`config.mk`:
```
export PLATFORM = sky130hd
export DESIGN_NAME = pov_load_sched
export DESIGN_NICKNAME = d
export VERILOG_FILES = /design/src/rtl/pov_load_sched_pkg.sv /design/src/rtl/pov_load_sched_inc_req_latch.sv /design/src/rtl/pov_load_sched.sv
export SDC_FILE = /design/constraint.sdc
export NUM_CORES = 1
export LEC_CHECK = 0
export ABC_AREA = 0
export CAP_MARGIN = 30
export CORE_MARGIN = 4
export CORE_UTILIZATION = 41
export DETAILED_ROUTE_END_ITERATION = 6
export PLACE_DENSITY = 0.72
export REMOVE_ABC_BUFFERS = 1
export SYNTH_ARGS = -nofsm -noshare
export SYNTH_HDL_FRONTEND = slang
export SYNTH_SLANG_ARGS = --single-unit
```
`constraint.sdc`:
```
create_clock -name clk -period 1.79 [get_ports clk]
set_clock_uncertainty 0.2 [all_clocks]
set_input_delay 0.537 -clock clk [delete_from_list [all_inputs] [get_ports clk]]
set_output_delay 0.537 -clock clk [all_outputs]
set_load 0.01 [all_outputs]
```
`src/rtl/pov_load_sched_pkg.sv`:
```
// Shared definitions for the POV frame-load scheduler: FSM encodings and axis indices.
package pov_load_sched_pkg;

  typedef enum logic [1:0] {
    SCHED_RUN  = 2'd0,
    SCHED_PEND = 2'd1,
    SCHED_LOAD = 2'd2
  } sched_state_e;

  localparam int NUM_AXES = 2;
  localparam int AX_PX    = 0;
  localparam int AX_PY    = 1;

  function automatic logic sched_is_busy(input sched_state_e s);
    return s != SCHED_RUN;
  endfunction

endpackage

```
`src/rtl/pov_load_sched_inc_req_latch.sv`:
```
// Sticky per-axis increment request: set by the button, cleared when consumed by a load.
module inc_req_latch (
  input  logic clk,
  input  logic reset,
  input  logic set,
  input  logic consume,
  output logic fire
);

  logic req;

  // A button held during the consuming cycle re-arms the request.
  always_ff @(posedge clk) begin
    if (reset) req <= 1'b0;
    else       req <= (req & ~consume) | set;
  end

  assign fire = req & consume;

endmodule

```
`src/rtl/pov_load_sched.sv`:
```
// Frame-level load scheduler for the POV vector registers.
// Optional forced-load watchdog enabled by defining POV_SCHED_WATCHDOG_EN.
module pov_load_sched
  import pov_load_sched_pkg::*;
#(
  parameter int INC_DIV     = 2,
  parameter int DIV_W       = 4,
  parameter int FRAME_W     = 8,
  parameter int WDOG_CYCLES = 1024,
  parameter int WDOG_W      = 11
) (
  input  logic               clk,
  input  logic               reset,
  input  logic               i_frame_end,
  input  logic               i_trace_busy,
  input  logic               i_btn_px,
  input  logic               i_btn_py,
  output logic               o_load_if_ready,
  output logic               o_inc_px,
  output logic               o_inc_py,
  output logic               o_sched_busy,
  output logic [FRAME_W-1:0] o_frame_count,
  output logic               o_overrun
);

  sched_state_e          state, state_nxt;
  logic [DIV_W-1:0]      div_cnt;
  logic                  div_hit;
  logic                  load_now;
  logic                  consume;
  logic                  wdog_force;
  logic [NUM_AXES-1:0]   btn;
  logic [NUM_AXES-1:0]   inc;

  // FSM: state register
  always_ff @(posedge clk) begin
    if (reset) state <= SCHED_RUN;
    else       state <= state_nxt;
  end

  // FSM: next state; the unused encoding falls back to RUN
  always_comb begin
    state_nxt = SCHED_RUN;
    case (state)
      SCHED_RUN:  state_nxt = i_frame_end ? SCHED_PEND : SCHED_RUN;
      SCHED_PEND: state_nxt = (!i_trace_busy || wdog_force) ? SCHED_LOAD : SCHED_PEND;
      SCHED_LOAD: state_nxt = SCHED_RUN;
      default:    state_nxt = SCHED_RUN;
    endcase
  end

  // FSM: outputs
  always_comb begin
    load_now     = (state == SCHED_LOAD);
    o_sched_busy = sched_is_busy(state);
  end

  assign o_load_if_ready = load_now;

  // Increment divider: requests are only honoured on every INC_DIV-th load.
  assign div_hit = (div_cnt == '0);
  assign consume = load_now & div_hit;

  always_ff @(posedge clk) begin
    if (reset)
      div_cnt <= '0;
    else if (load_now)
      div_cnt <= (div_cnt == DIV_W'(INC_DIV - 1)) ? '0 : div_cnt + 1'b1;
  end

  always_ff @(posedge clk) begin
    if (reset)         o_frame_count <= '0;
    else if (load_now) o_frame_count <= o_frame_count + 1'b1;
  end

  // Overrun: a frame end arriving while a load is still outstanding, or a forced load.
  always_ff @(posedge clk) begin
    if (reset) o_overrun <= 1'b0;
    else       o_overrun <= o_overrun | (i_frame_end & (state != SCHED_RUN)) | wdog_force;
  end

`ifdef POV_SCHED_WATCHDOG_EN
  logic [WDOG_W-1:0] wdog;

  always_ff @(posedge clk) begin
    if (reset)                    wdog <= '0;
    else if (state == SCHED_PEND) wdog <= wdog + 1'b1;
    else                          wdog <= '0;
  end

  assign wdog_force = (state == SCHED_PEND) & i_trace_busy & (wdog == WDOG_W'(WDOG_CYCLES - 1));
`else
  logic unused_wdog_cfg;
  assign unused_wdog_cfg = ^{WDOG_CYCLES[0], WDOG_W[0]};
  assign wdog_force      = 1'b0;
`endif

  assign btn[AX_PX] = i_btn_px;
  assign btn[AX_PY] = i_btn_py;

  inc_req_latch u_req [NUM_AXES-1:0] (
    .clk     (clk),
    .reset   (reset),
    .set     (btn),
    .consume ({NUM_AXES{consume}}),
    .fire    (inc)
  );

  assign o_inc_px = inc[AX_PX];
  assign o_inc_py = inc[AX_PY];

endmodule

```
== Yosys cells after proc, flatten, opt, wreduce, memory -nomap -nowiden ==
Index checks and enable logic that the tools add are counted.
Widths: inputs -> output; s select.

* Bits in registers: 17
* Input bits: 6
* Output and inout port bits: 13
* Logic and storage cells: 28

* $add $sub $neg: 2
* Equal/unequal tests: 3
* Mux-type cells: 4
* Bitwise operators: 10
* Reductions and logical operators: 3

{| class="wikitable"
|+ Operator list
! cell !! number
|-
| $add 8x1->8 const B || 1
|-
| $and 1x1->1 || 6
|-
| $add 4x1->4 const B || 1
|-
| $eq 4x1->1 const B || 1
|-
| $logic_not 4->1 || 1
|-
| $mux 4 || 1
|-
| $pmux 2 s2 || 1
|-
| $or 1x1->1 || 3
|-
| $eq 2x1->1 const B || 1
|-
| $eq 2x2->1 const B || 1
|-
| $logic_not 2->1 || 1
|-
| $mux 2 || 1
|-
| $reduce_bool 2->1 || 1
|-
| $mux 1 || 1
|-
| $not 1->1 || 1
|}

== Depth between registers and ports, before layout ==
Gate-level depths: netlist of the first run.

* Depth after elaboration: 5
* Gate-level depth with buffers: 4
* Depth with buffers taken out: 4

== Hierarchy ==
A second synthesis of the first run with hierarchy kept.

* Cells, all modules: 80
* Area total of the unflattened synthesis: 728.2 um^2

{| class="wikitable"
|+ Modules (own cells, without submodules)
! module !! times used !! cells an instance !! area each (um^2)
|-
| pov_load_sched || 1 || 70 || 635.6
|-
| inc_req_latch || 2 || 5 || 46.3
|}

== Least setup slack after synthesis of the first run ==
No wires, ideal clock.

* Path type: reg-to-output
* From: reg div_cnt[0]
* To: out o_inc_px
* Arrival: 1.141 ns
* Data required time: 1.053 ns
* Slack: -0.088 ns
* Stages on the path, launching flop included: 4
* Buffers on the path: 0
* Path through: dfxtp_1 or4_1 nor2_1 and2_1

* Longest elaborated chain between the ends: 3

{| class="wikitable"
|+ RTL lines
! element !! RTL line !! text
|-
| from (decl) || pov_load_sched.sv:27 || <nowiki>logic [DIV_W-1:0] div_cnt;</nowiki>
|-
| from (signal assigned) || pov_load_sched.sv:68 || <nowiki>div_cnt <= (div_cnt == DIV_W'(INC_DIV - 1)) ? '0 : div_cnt + 1'b1;</nowiki>
|-
| $logic_not 4->1 || pov_load_sched.sv:61 || <nowiki>assign div_hit = (div_cnt == '0);</nowiki>
|-
| $and 1x1->1 || pov_load_sched.sv:62 || <nowiki>assign consume = load_now & div_hit;</nowiki>
|-
| $and 1x1->1 || pov_load_sched_inc_req_latch.sv:18 || <nowiki>assign fire = req & consume;</nowiki>
|-
| to (decl) || pov_load_sched.sv:19 || <nowiki>output logic o_inc_px,</nowiki>
|}

Every way passes these cells.

== Worst setup path after layout of the first run ==
* From: reg div_cnt[0]
* To: out o_inc_py

* Longest elaborated chain between the ends: 3

{| class="wikitable"
|+ RTL lines
! element !! RTL line !! text
|-
| $logic_not 4->1 || pov_load_sched.sv:61 ||
|-
| $and 1x1->1 || pov_load_sched.sv:62 ||
|-
| $and 1x1->1 || pov_load_sched_inc_req_latch.sv:18 ||
|-
| to (decl) || pov_load_sched.sv:20 || <nowiki>output logic o_inc_py,</nowiki>
|}

Every way passes these cells.

==> metrics.cfg, run 1 <==
[clock_tree]
clk_path_buf_depth = 2
cts_buffers = 3
clkTransAtPathRegs_ps = 90
clkSinkCount = 17
clk_latency_ps = 290
cts_tree = built
cts_root_buf = clkbuf_4
htreeDepth = 1

[critical_path]
cp.arrival_ps = 1500
r2r_start = state[0]
crit_family = simple AND/OR/NAND/NOR gates
end_kind = output pin
cp_slowest_cell = or4_4
worst_setup_path_start_kind = flip-flop
path_cells = or4_4 > nor2_4 > and2_1 > buf_2
crit_path_max_fanout = 2
critPathKind = flip-flop to output pin
crit_required_ps = 1050
path_buf_inv = 1
startpoint = div_cnt[0]
max_stage_delay_ps = 550

[route]
drc = 0
vias = 723
drt_pass1_iterations = 4
wl_um = 1640
viasPerCell = 4.89
first_iter_violations = 8
antenna_left = 0
wire_per_inst_um = 11.1

[timing]
fin_setup_tns_ps = -932
tightest_slew_ps = 276
relSlewSlack_pct = 81.5
max_freq_mhz = 447
post-route-period-util_pct = 125
finalHoldViolCount = 0
timing.final.ws_setup_ps = -448
fin_crit_ps = 2240
setup_viol = 3
timing.hold.ws_ps = 276
rsz0062_at_grt = true
slew_viol_final = 0

[layout]
final_cell_mix = buf_4 (18), dfxtp_1 (12), a21oi_1 (9), dlygate4sd2_1 (9), nor2_1 (8)
fin_nets = 131
final_common_cell = buf_4
antenna_cells = 0
synthToLayoutAreaGrowth_pct = 55.3
fillCellCount = 145
drive_gt1_share_pct = 34.1
final_core_util_pct = 67.1

[placed_design]
gp_congestion = 0.776
place_hpwl_um = 1270
io_buffers = 18

[yosys]
yosysTopAreaCellShare_pct = 46.1
syn-mean-instance-area_um2 = 8.89
yosysWarnings = 0
synthCells = 83
syn_area_um2 = 738
yosys.area.top_type = dfxtp_1
yosysSeqAreaShare_pct = 46.1
ys_top_cells_by_area = dfxtp_1 (46%), a21oi_1 (6.1%), xnor2_1 (4.7%), nor2_1 (4.6%), mux2_2 (3.1%)
synth_seq_cells = 17
synth_cell_types = 29

[power_and_ir_drop]
power.total_mw = 0.676
power_density_mw_per_mm2 = 590
vdd_drop_max_mv = 0.520
p_leak_nw = 0.508

[die]
fp.dieW_um = 50.4
row_count = 15
chipHeight_um = 50.4
dieArea_mm2 = 0.00254
start_util_pct = 43.2
core_mm2 = 0.00171
io_pins = 19

[global_route]
grt_max_degree = 10
grt.total_usage_pct = 14.7
grt_pass1_vias = 696
grt_antenna_before_repair = 0
grt_overflow = 0
grt_pass1_wl_um = 2820

[flow_run]
max_cap_violations = 0

[worst_hold_path]
holdCritStartpoint = o_frame_count[7]
hold_path_class = flip-flop to flip-flop

[status]
violations = negative setup slack
outcome = finished with violations

cells by family (layout without fill, tap and decap cells):
group                    count (synthesis)  count (layout)  share of synthesized area, %
AO/OA/AOI/OAI                           17              17                          13.1
XOR/XNOR                                 4               4                          4.75
adder cells (fa/ha/maj)                  1               1                          1.69
buffers and inverters                    9              49                          5.59
flip-flops                              17              17                          46.1
multiplexers                             3               3                          4.41
AND/OR/NAND/NOR                         32              32                          24.4
cells in the mapped netlist, drive strengths merged:
| master | number |
|---|---|
| a21o | 1 |
| a21oi | 9 |
| and2 | 2 |
| buf | 1 |
| clkbuf | 2 |
| clkinv | 1 |
| dfxtp | 17 |
| ha | 1 |
| inv | 5 |
| mux2 | 2 |
| mux2i | 1 |
| nand2 | 3 |
| nand2b | 1 |
| nand3 | 2 |
| nand3b | 1 |
| nand4 | 2 |
| nand4b | 2 |
| nor2 | 9 |
| nor2b | 2 |
| nor3 | 1 |
| nor4b | 1 |
| o2111ai | 1 |
| o21ai | 4 |
| o31ai | 2 |
| or2 | 1 |
| or3 | 2 |
| or4 | 3 |
| xnor2 | 4 |
final cells by class:
type                       count  area [um^2]  area share [%]
multi-input combinational     57          380            33.2
sequential                    17          347            30.2
timing repair buffer          39          337            29.4
inverter                       6         25.0            2.18
tap                           25         31.3            2.73
clock buffer                   4         26.3            2.29
power by group:
group / switching [mW] / internal (mW)
combinational: 0.0325 / 0.0495
clock: 0.114 / 0.0866
sequential: 0.00599 / 0.388
total: 0.152 / 0.524
worst register-to-register path: stages, from the launching register on:
cell and delay (ps):
dfxtp_2 330, nand2b_4 150, buf_6 120, buf_4 150, or4_1 500, a21oi_1 150
metrics by stage:
step	instance area, um^2	setup WS (ps)	cells
after floorplan	719	-89.4	80
after global placement	1070	-537	142
after detailed placement	1070	-585	142
after CTS	1130	-470	147
after global routing	1150	-527	148
final	1150	-448	148
repair_timing:
| action | in CTS | in global routing |
|---|---|---|
| pin swaps | 5 | 3 |
| buffers inserted | 2 | 1 |
| hold buffers | 0 | 0 |
| endpoints found under the setup margin | 13 | 4 |
| resized for setup | 40 | 4 |
flip-flops by register name (all words and copies together) (netlist names):
name / cells
o_frame_count: 8
state: 2
o_overrun: 1
u_req.req: 2
div_cnt: 4
layer usage:
| layer | vias to the layer above | track usage [%] | wire (um) |
|---|---|---|---|
| met2 | 21 | 26.1 | 837 |
| met1 | 329 | 15.4 | 684 |
| met3 | 3 | 4.15 | 104 |
| li1 | 370 | - | - |
| met5 | - | 0 | 0 |
| met4 | 0 | 8.52 | 14 |
path summary, 6_finish.rpt:
check | slack, ps | depth (start not counted) | to
worst max-delay path | -450 | 4 | o_inc_py
worst min-delay path | 280 | 2 | o_frame_count[7]
worst max register to register | 130 | 5 | o_frame_count[5]
worst min register to register | 280 | 2 | o_frame_count[7]
(Power assumes the default switching activity.)
==> inputs of run 2 (changes only) <==
--- a/config.mk
+++ b/config.mk
@@ -10,6 +10,7 @@
 export CORE_MARGIN = 4
 export CORE_UTILIZATION = 41
 export DETAILED_ROUTE_END_ITERATION = 6
+export HOLD_SLACK_MARGIN = 0.08
 export PLACE_DENSITY = 0.72
 export REMOVE_ABC_BUFFERS = 1
 export SYNTH_ARGS = -nofsm -noshare
==> results of run 2 <==
Same layout as run 1: the final DEF is identical, and so are final timing and power.
